## config.mk

```make
export PLATFORM = sky130hd
export DESIGN_NAME = semi_turn_executor
export DESIGN_NICKNAME = d
export VERILOG_FILES = /design/src/rtl/semi_turn_executor.sv
export SDC_FILE = /design/constraint.sdc
export NUM_CORES = 1
export LEC_CHECK = 0
export ABC_AREA = 1
export CAP_MARGIN = 20
export CORE_MARGIN = 2
export CORE_UTILIZATION = 41
export CTS_CLUSTER_SIZE = 40
export DETAILED_ROUTE_END_ITERATION = 6
export GPL_TIMING_DRIVEN = 0
export HOLD_SLACK_MARGIN = 0.1
export SLEW_MARGIN = 10
export SYNTH_ARGS = -nofsm -noshare
export SYNTH_HDL_FRONTEND = slang
export SYNTH_SLANG_ARGS = --single-unit
export TNS_END_PERCENT = 50
```

## constraint.sdc

```tcl
create_clock -name clk -period 2.5 [get_ports clk]
set_input_delay 0.5 -clock clk [delete_from_list [all_inputs] [get_ports clk]]
set_output_delay 0.5 -clock clk [all_outputs]
set_load 0.005 [all_outputs]
```

## src/rtl/semi_turn_executor.sv

```systemverilog
// Turns level-held turn triggers into timed rotation commands and holds off forward motion while a turn runs.
// Build option: define SEMI_TURN_BACK_RIGHT_EN to perform the 180-degree turn by rotating right.
module semi_turn_executor #(
  parameter int CONFIRM_TIME = 20,
  parameter int TURN_90_TIME = 450,
  parameter int SETTLE_TIME  = 50,
  parameter int CNT_W        = 16
) (
  input  logic       clk,
  input  logic       rst,
  input  logic       enable,
  input  logic       trigger_turn_left,
  input  logic       trigger_turn_right,
  input  logic       trigger_turn_back,
  input  logic       in_move_forward,
  output logic       is_turning,
  output logic       turn_left,
  output logic       turn_right,
  output logic       move_forward,
  output logic [2:0] out_state
);

  typedef enum logic [2:0] {
    S_IDLE   = 3'b000,
    S_ARM    = 3'b001,
    S_TURN   = 3'b010,
    S_SETTLE = 3'b011,
    S_REARM  = 3'b100
  } state_t;

  typedef enum logic [1:0] {
    DIR_NONE  = 2'b00,
    DIR_LEFT  = 2'b01,
    DIR_RIGHT = 2'b10,
    DIR_BACK  = 2'b11
  } dir_t;

  localparam logic [CNT_W-1:0] CONFIRM_LAST = CNT_W'(CONFIRM_TIME - 1);
  localparam logic [CNT_W-1:0] TURN90_LAST  = CNT_W'(TURN_90_TIME - 1);
  localparam logic [CNT_W-1:0] TURN180_LAST = CNT_W'(2 * TURN_90_TIME - 1);
  localparam logic [CNT_W-1:0] SETTLE_LAST  = CNT_W'(SETTLE_TIME - 1);

`ifdef SEMI_TURN_BACK_RIGHT_EN
  localparam logic BACK_RIGHT = 1'b1;
`else
  localparam logic BACK_RIGHT = 1'b0;
`endif

  state_t           state_q, state_d;
  dir_t             dir_q, dir_d;
  logic [CNT_W-1:0] cnt_q, cnt_d;
  logic             any_trig;
  logic             held_trig;
  logic [CNT_W-1:0] turn_last;

  assign any_trig  = trigger_turn_left | trigger_turn_right | trigger_turn_back;
  assign turn_last = (dir_q == DIR_BACK) ? TURN180_LAST : TURN90_LAST;

  // Only the trigger that was latched on entry can keep ARM alive.
  always_comb begin
    held_trig = 1'b0;
    case (dir_q)
      DIR_LEFT:  held_trig = trigger_turn_left;
      DIR_RIGHT: held_trig = trigger_turn_right;
      DIR_BACK:  held_trig = trigger_turn_back;
      default:   held_trig = 1'b0;
    endcase
  end

  always_comb begin
    state_d = state_q;
    dir_d   = dir_q;
    cnt_d   = cnt_q;
    case (state_q)
      S_IDLE: begin
        cnt_d = '0;
        dir_d = DIR_NONE;
        if (any_trig) begin
          state_d = S_ARM;
          if (trigger_turn_back)      dir_d = DIR_BACK;
          else if (trigger_turn_left) dir_d = DIR_LEFT;
          else                        dir_d = DIR_RIGHT;
        end
      end
      S_ARM: begin
        if (!held_trig) begin
          state_d = S_IDLE;
          dir_d   = DIR_NONE;
          cnt_d   = '0;
        end else if (cnt_q == CONFIRM_LAST) begin
          state_d = S_TURN;
          cnt_d   = '0;
        end else begin
          cnt_d = cnt_q + CNT_W'(1);
        end
      end
      S_TURN: begin
        if (cnt_q == turn_last) begin
          state_d = S_SETTLE;
          cnt_d   = '0;
        end else begin
          cnt_d = cnt_q + CNT_W'(1);
        end
      end
      S_SETTLE: begin
        if (cnt_q == SETTLE_LAST) begin
          state_d = S_REARM;
          cnt_d   = '0;
        end else begin
          cnt_d = cnt_q + CNT_W'(1);
        end
      end
      S_REARM: begin
        cnt_d = '0;
        if (!any_trig) begin
          state_d = S_IDLE;
          dir_d   = DIR_NONE;
        end
      end
      default: begin
        state_d = S_IDLE;
        dir_d   = DIR_NONE;
        cnt_d   = '0;
      end
    endcase
    if (!enable) begin
      state_d = S_IDLE;
      dir_d   = DIR_NONE;
      cnt_d   = '0;
    end
  end

  always_ff @(posedge clk or posedge rst) begin
    if (rst) begin
      state_q <= S_IDLE;
      dir_q   <= DIR_NONE;
      cnt_q   <= '0;
    end else begin
      state_q <= state_d;
      dir_q   <= dir_d;
      cnt_q   <= cnt_d;
    end
  end

  // Outputs decode straight from the state flops so an async reset silences rotation at once.
  always_comb begin
    is_turning   = (state_q == S_ARM) || (state_q == S_TURN) || (state_q == S_SETTLE);
    turn_left    = 1'b0;
    turn_right   = 1'b0;
    if (state_q == S_TURN) begin
      turn_left  = (dir_q == DIR_LEFT)  || ((dir_q == DIR_BACK) && !BACK_RIGHT);
      turn_right = (dir_q == DIR_RIGHT) || ((dir_q == DIR_BACK) &&  BACK_RIGHT);
    end
    move_forward = in_move_forward && (state_q == S_IDLE);
    out_state    = state_q;
  end

endmodule

```

==> results.cfg <==
[setup_path]
crit_fanout = 6
cpMaxStageDelayCell = clkdlybuf4s50_1
startpoint_type = flop
crit_top_cell = inv_1
cp_cell_sequence = inv_1 -> nand2_1 -> nor2_2 -> inv_1 -> nor3_1 -> clkdlybuf4s50_1
cp_data_required_time_ns = 2.00
worstPathArrival_ns = 1.90
cpPeakStageDelay_ns = 0.52
end_kind = output port
path_class = reg2out

[cells_and_area]
nNetsFinal = 238
drive_gt1_share_pct = 7.46
antenna_cells = 0
area_growth_pct = 15.5
fin_cells = 274
utilization_pct = 49.2

[global_route]
grt-ovfl-total = 0
first_global_vias = 1357
grt_max_degree = 22
grt_pass1_wl_um = 5750
track_usage_pct = 17.9
antenna_found_initial = 0

[synth]
syn_area_um2 = 1410
post-synth-top-area-fraction_pct = 37.3
synth_commonest_cells = 55 x nand2_1, 42 x nor2_1, 28 x inv_1
netlist_top_cells_area = dfrtp_1 37%, nand2_1 15%, nor2_1 11%, inv_1 7.5%, nand3_1 7.1%
synth-edff-count = 0
synth_ff_type = dfrtp_1
synth_nets = 220
ys_types = 24
ys_ff_latch = 21
yosysWarnings = 0
synthCells = 211
ys_seq_area_share_pct = 37.3
yosys.area.top_type = dfrtp_1
yosysMostFrequentCell = nand2_1
avgSynthCellArea_um2 = 6.68
async_flop_share_pct = 100

[floorplan]
fp.dieH_um = 62.6
core-area_um2 = 3310
start_util_pct = 42.6
rows = 21
die_w_um = 62.6
dieArea_um2 = 3920
io_pins = 14

[pwr]
power_w = 0.000953
peakVddDrop_mv = 0.221
p_per_area_nw_per_um2 = 585
p_leak_nw = 0.764

[routing]
drt_iter0_drc = 91
first_pass_iters = 4
drt-total-wl_um = 3140
vias = 1350
wl_per_cell_um = 11.5
drc = 0
ant_nets = 0
vias_per_cell = 4.93

[placement]
place_inst = 270
gp_congestion = 0.871
hpwl_um = 2500
portBuffers = 13

[cts]
clock_sinks = 21
cts_tree = yes
post_cts_buffers = 0
numCtsBuffers = 3
cts-root-buf = clkbuf_4
clockBufferDepth = 2
cts.clk_slew.worst_paths_ns = 0.13
h-tree-depth = 1
clk_latency_ns = 0.31

[timing]
skew_ns = 0.00959
relSlewSlack_pct = 48.0
slew_violations = 0
fin_crit_sh_pct = 96.0
hold_viol_final = 0
fmax_mhz = 417
tns_ns = 0
worst_pin_slew_ns = 0.780
min_period_ns = 2.40
setup_viol = 0

[flow_run]
drv_cap = 0

[min_path]
hold_path.class = reg2reg

[run_status]
outcome = completed
[flip-flops by register name, summed over array words and instances, names as in the netlist]
name and count:
dir_q 2, out_state 3, cnt_q 16
[cells in the final DEF, fill, tap and decap left out, types with 2 or more instances in the layout]
master / instances
nand2_1: 55
nor2_2: 3
nor3_1: 9
clkinv_2: 2
o21ai_0: 2
ha_1: 2
clkdlybuf4s50_1: 13
clkbuf_4: 3
a21oi_1: 5
inv_1: 28
nand3_1: 20
nor2_1: 41
xor2_1: 6
dfrtp_1: 20
nand3_2: 2
buf_6: 2
nand4_1: 5
[metal layers]
| layer | GRT usage [%] | share of wire [%] | vias to the layer above |
|---|---|---|---|
| met5 | 0 | 0 | - |
| met4 | 5.83 | 1.3 | 0 |
| met3 | 2.34 | 2.8 | 5 |
| met2 | 32.5 | 49 | 18 |
| met1 | 21.7 | 47 | 631 |
| li1 | - | - | 696 |
[critical path, delay by kind of cell (launching register included)]
family / cells / cell delay [ns]
flops: 1 / 0.47
buf+inv: 3 / 0.71
simple gates: 3 / 0.40
[area by class of cell]
cell class              count  area (um2)
plain buffers               3        27.5
clock buffers               3        22.5
clock inverters             1        5.00
fillers                   352        1680
inverters                  29         110
multi-input cells         158         749
flip-flops and latches     21         527
well taps                  46        57.6
repair buffers             13         130
[final timing paths]
check	startpoint	slack, ns	endpoint	cells past startpoint
min in group asynchronous	rst	0.62	cnt_q[8]$_DFF_PP0_	2
min reg2reg	cnt_q[15]$_DFF_PP0_	0.56	cnt_q[15]$_DFF_PP0_	2
min	cnt_q[15]$_DFF_PP0_	0.56	cnt_q[15]$_DFF_PP0_	2
max reg2reg	cnt_q[0]$_DFF_PP0_	0.85	cnt_q[14]$_DFF_PP0_	7
max in group asynchronous	rst	1.35	out_state[2]$_DFFE_PP0P_	2
max	out_state[2]$_DFFE_PP0P_	0.10	turn_right	6
[through the flow]
| step | worst slack, ns | hold slack (ns) | cell area (um2) |
|---|---|---|---|
| after floorplan | 1.02 | 0.477 | 1410 |
| after global placement | 0.373 | 0.525 | 1600 |
| after detailed placement | 0.377 | 0.538 | 1600 |
| after CTS | 0.0543 | 0.567 | 1630 |
| after global routing | -0.00376 | 0.584 | 1630 |
| final | 0.100 | 0.562 | 1630 |
[report_power, final]
part | internal [W] | leakage, nW | switching, W
logic | 0.000154 | 0.458 | 0.000208
registers | 0.000371 | 0.288 | 0.0000531
clock network | 0.0000597 | 0.0177 | 0.000108
total | 0.000585 | 0.764 | 0.000368
[repair_timing]
action,in CTS,in global routing
setup endpoints to repair,0,2
gates resized for setup,0,2
hold buffers,0,0
[logic make-up after synthesis]
logic type / after synthesis / synth area share [%]
simple gates: 138 / 42.4
buf+inv: 32 / 9.76
flops: 21 / 37.3
compound gates: 11 / 4.44
fa+ha+maj: 2 / 1.77
xor+xnor: 7 / 4.35
Power figures use the tool's default switching activity.
==> RTL change: new RTL, same flow settings <==
The 4 values of `dir_t` get a Gray code encoding in 2 bits.
--- a/src/rtl/semi_turn_executor.sv
+++ b/src/rtl/semi_turn_executor.sv
@@ -32,6 +32,6 @@
     DIR_NONE  = 2'b00,
     DIR_LEFT  = 2'b01,
-    DIR_RIGHT = 2'b10,
-    DIR_BACK  = 2'b11
+    DIR_RIGHT = 2'b11,
+    DIR_BACK  = 2'b10
   } dir_t;
 
Formal check against the unedited RTL: same outputs for any inputs over 10 cycles, from zero or initial values and one cycle with rst high; not proved beyond that.
==> RTL change against the original RTL <==
  * Non-clock buffer count is the same
  * Sequential cell count is the same
  * Routed wire length grew 1.7%
  * Area after synthesis grew 13%
  * Setup slack gained 0.068 ns
  * Critical path type unchanged
  * Core utilization grew 0.35 points
  * Power shrank 15%
  * Sequential share of layout area shrank 3.6 points
  * Register-to-register slack lost 0.14 ns
  * Sequential power shrank 12%
  * First-iteration DRC count shrank 1.1%
  * Global-route usage shrank 1.8 points
  * Design area grew 12%
==> RTL change: results (changes against the original RTL) <==
crit path DAT=1.83 ns (was 1.90 ns); clock slew at reported path FFs=0.08 ns (was 0.13 ns); first-pass GRT wire length=5.44 mm (was 5.75 mm); final clock skew=0.00697 ns (was 0.00959 ns); number of global-route vias before repair=1163 (was 1357); Comb power=0.000214 W (was 0.000362 W); # nets final=256 (was 238); Slew headroom=46.7% (was 48.0%); sequential fraction of the synthesis area=33.0% (was 37.3%); reg-to-reg startpoint=dir_q[0] (was cnt_q[0]); Seq pwr share=46.2% (was 44.5%); worst-skew pair later-pin latency=0.26 ns (was 0.31 ns); CTS root buffer=clkbuf_8 (was clkbuf_4); Post-DP HPWL=2.60 mm (was 2.50 mm); Routability Congestion=0.800 (was 0.871); PwrDens=442 mW/mm² (was 585 mW/mm²); Synth Area in Compound Gates=4.17% (was 4.44%); drt wl/cell=11.0 µm (was 11.5 µm); top post-synthesis cells by count=nand2_1, nor2_1, inv_1 (unchanged); dpl cell area=0.00178 mm² (was 0.00160 mm²); worst hold stages=1 (was 2); Adder-Cell Fraction of Synth Area=4.72% (was 1.77%); switching power share of the total=30.9% (was 38.7%); hold_sp=cnt_q[0] (was cnt_q[15]); maximum VDD drop=0.000423 V (was 0.000221 V); r2r worst-path depth=13 (was 7); via count=1354 (was 1350); synth top area cells=dfrtp_1, nand2_1, nor2_1 (unchanged); status=finished, final reports clean (unchanged); Cell variety after synth=28 (was 24)
## RTL change: changes by cell type after synthesis, sizes merged, moves of 2 or more
cell	before	now
inv	28	38
nand3	22	15
nor2	44	50
ha	2	6
nand2	57	53
xor2	6	10
nand4	5	7
nor3	9	7
o2111ai	0	2
## RTL change: worst max-delay path by stage
stage / slack (ns) / cells after the start / endpoint
finish: 0.17 / 6 / turn_left
global route: 0.05 / 6 / turn_left
CTS: 0.16 / 6 / turn_left
detailed placement: 0.42 / 4 / move_forward
global placement: 0.42 / 4 / move_forward
floorplan: 0.89 / 13 / cnt_q[14]
## RTL change: metrics by stage
step / hold slack, ns / worst slack, ns / total power, W / std cells
after floorplan: 0.474 / 0.894 / 0.000513 / 225
after global placement: 0.519 / 0.419 / 0.000597 / 286
after detailed placement: 0.524 / 0.422 / 0.000598 / 286
after CTS: 0.536 / 0.157 / 0.000822 / 290
after global routing: 0.572 / 0.0507 / 0.000860 / 290
final: 0.535 / 0.168 / 0.000809 / 290
## RTL change: layer usage
layer  GRT usage (%)  share of wire [%]  vias to the layer above
li1                -                  -                      731
met1            25.8                 53                      601
met2            22.3                 42                       20
met3            3.58                4.4                        2
met4            1.53               0.31                        0
met5               0                  0                        -
## RTL change: layout make-up
| cell class | instances | area share (%) |
|---|---|---|
| multi-input cells | 163 | 48.7 |
| flip-flops and latches | 21 | 28.7 |
| inverters | 38 | 7.80 |
| repair buffers | 13 | 7.12 |
| well taps | 48 | 3.29 |
| clock buffers | 3 | 2.26 |
| plain buffers | 3 | 1.78 |
| clock inverters | 1 | 0.274 |
## RTL change: cells by family (layout without fill, tap and decap cells)
logic type      after synthesis  in the layout
xor+xnor                     12             12
simple gates                134            134
compound gates               11             11
fa+ha+maj                     6              6
flops                        21             21
buf+inv                      41             58
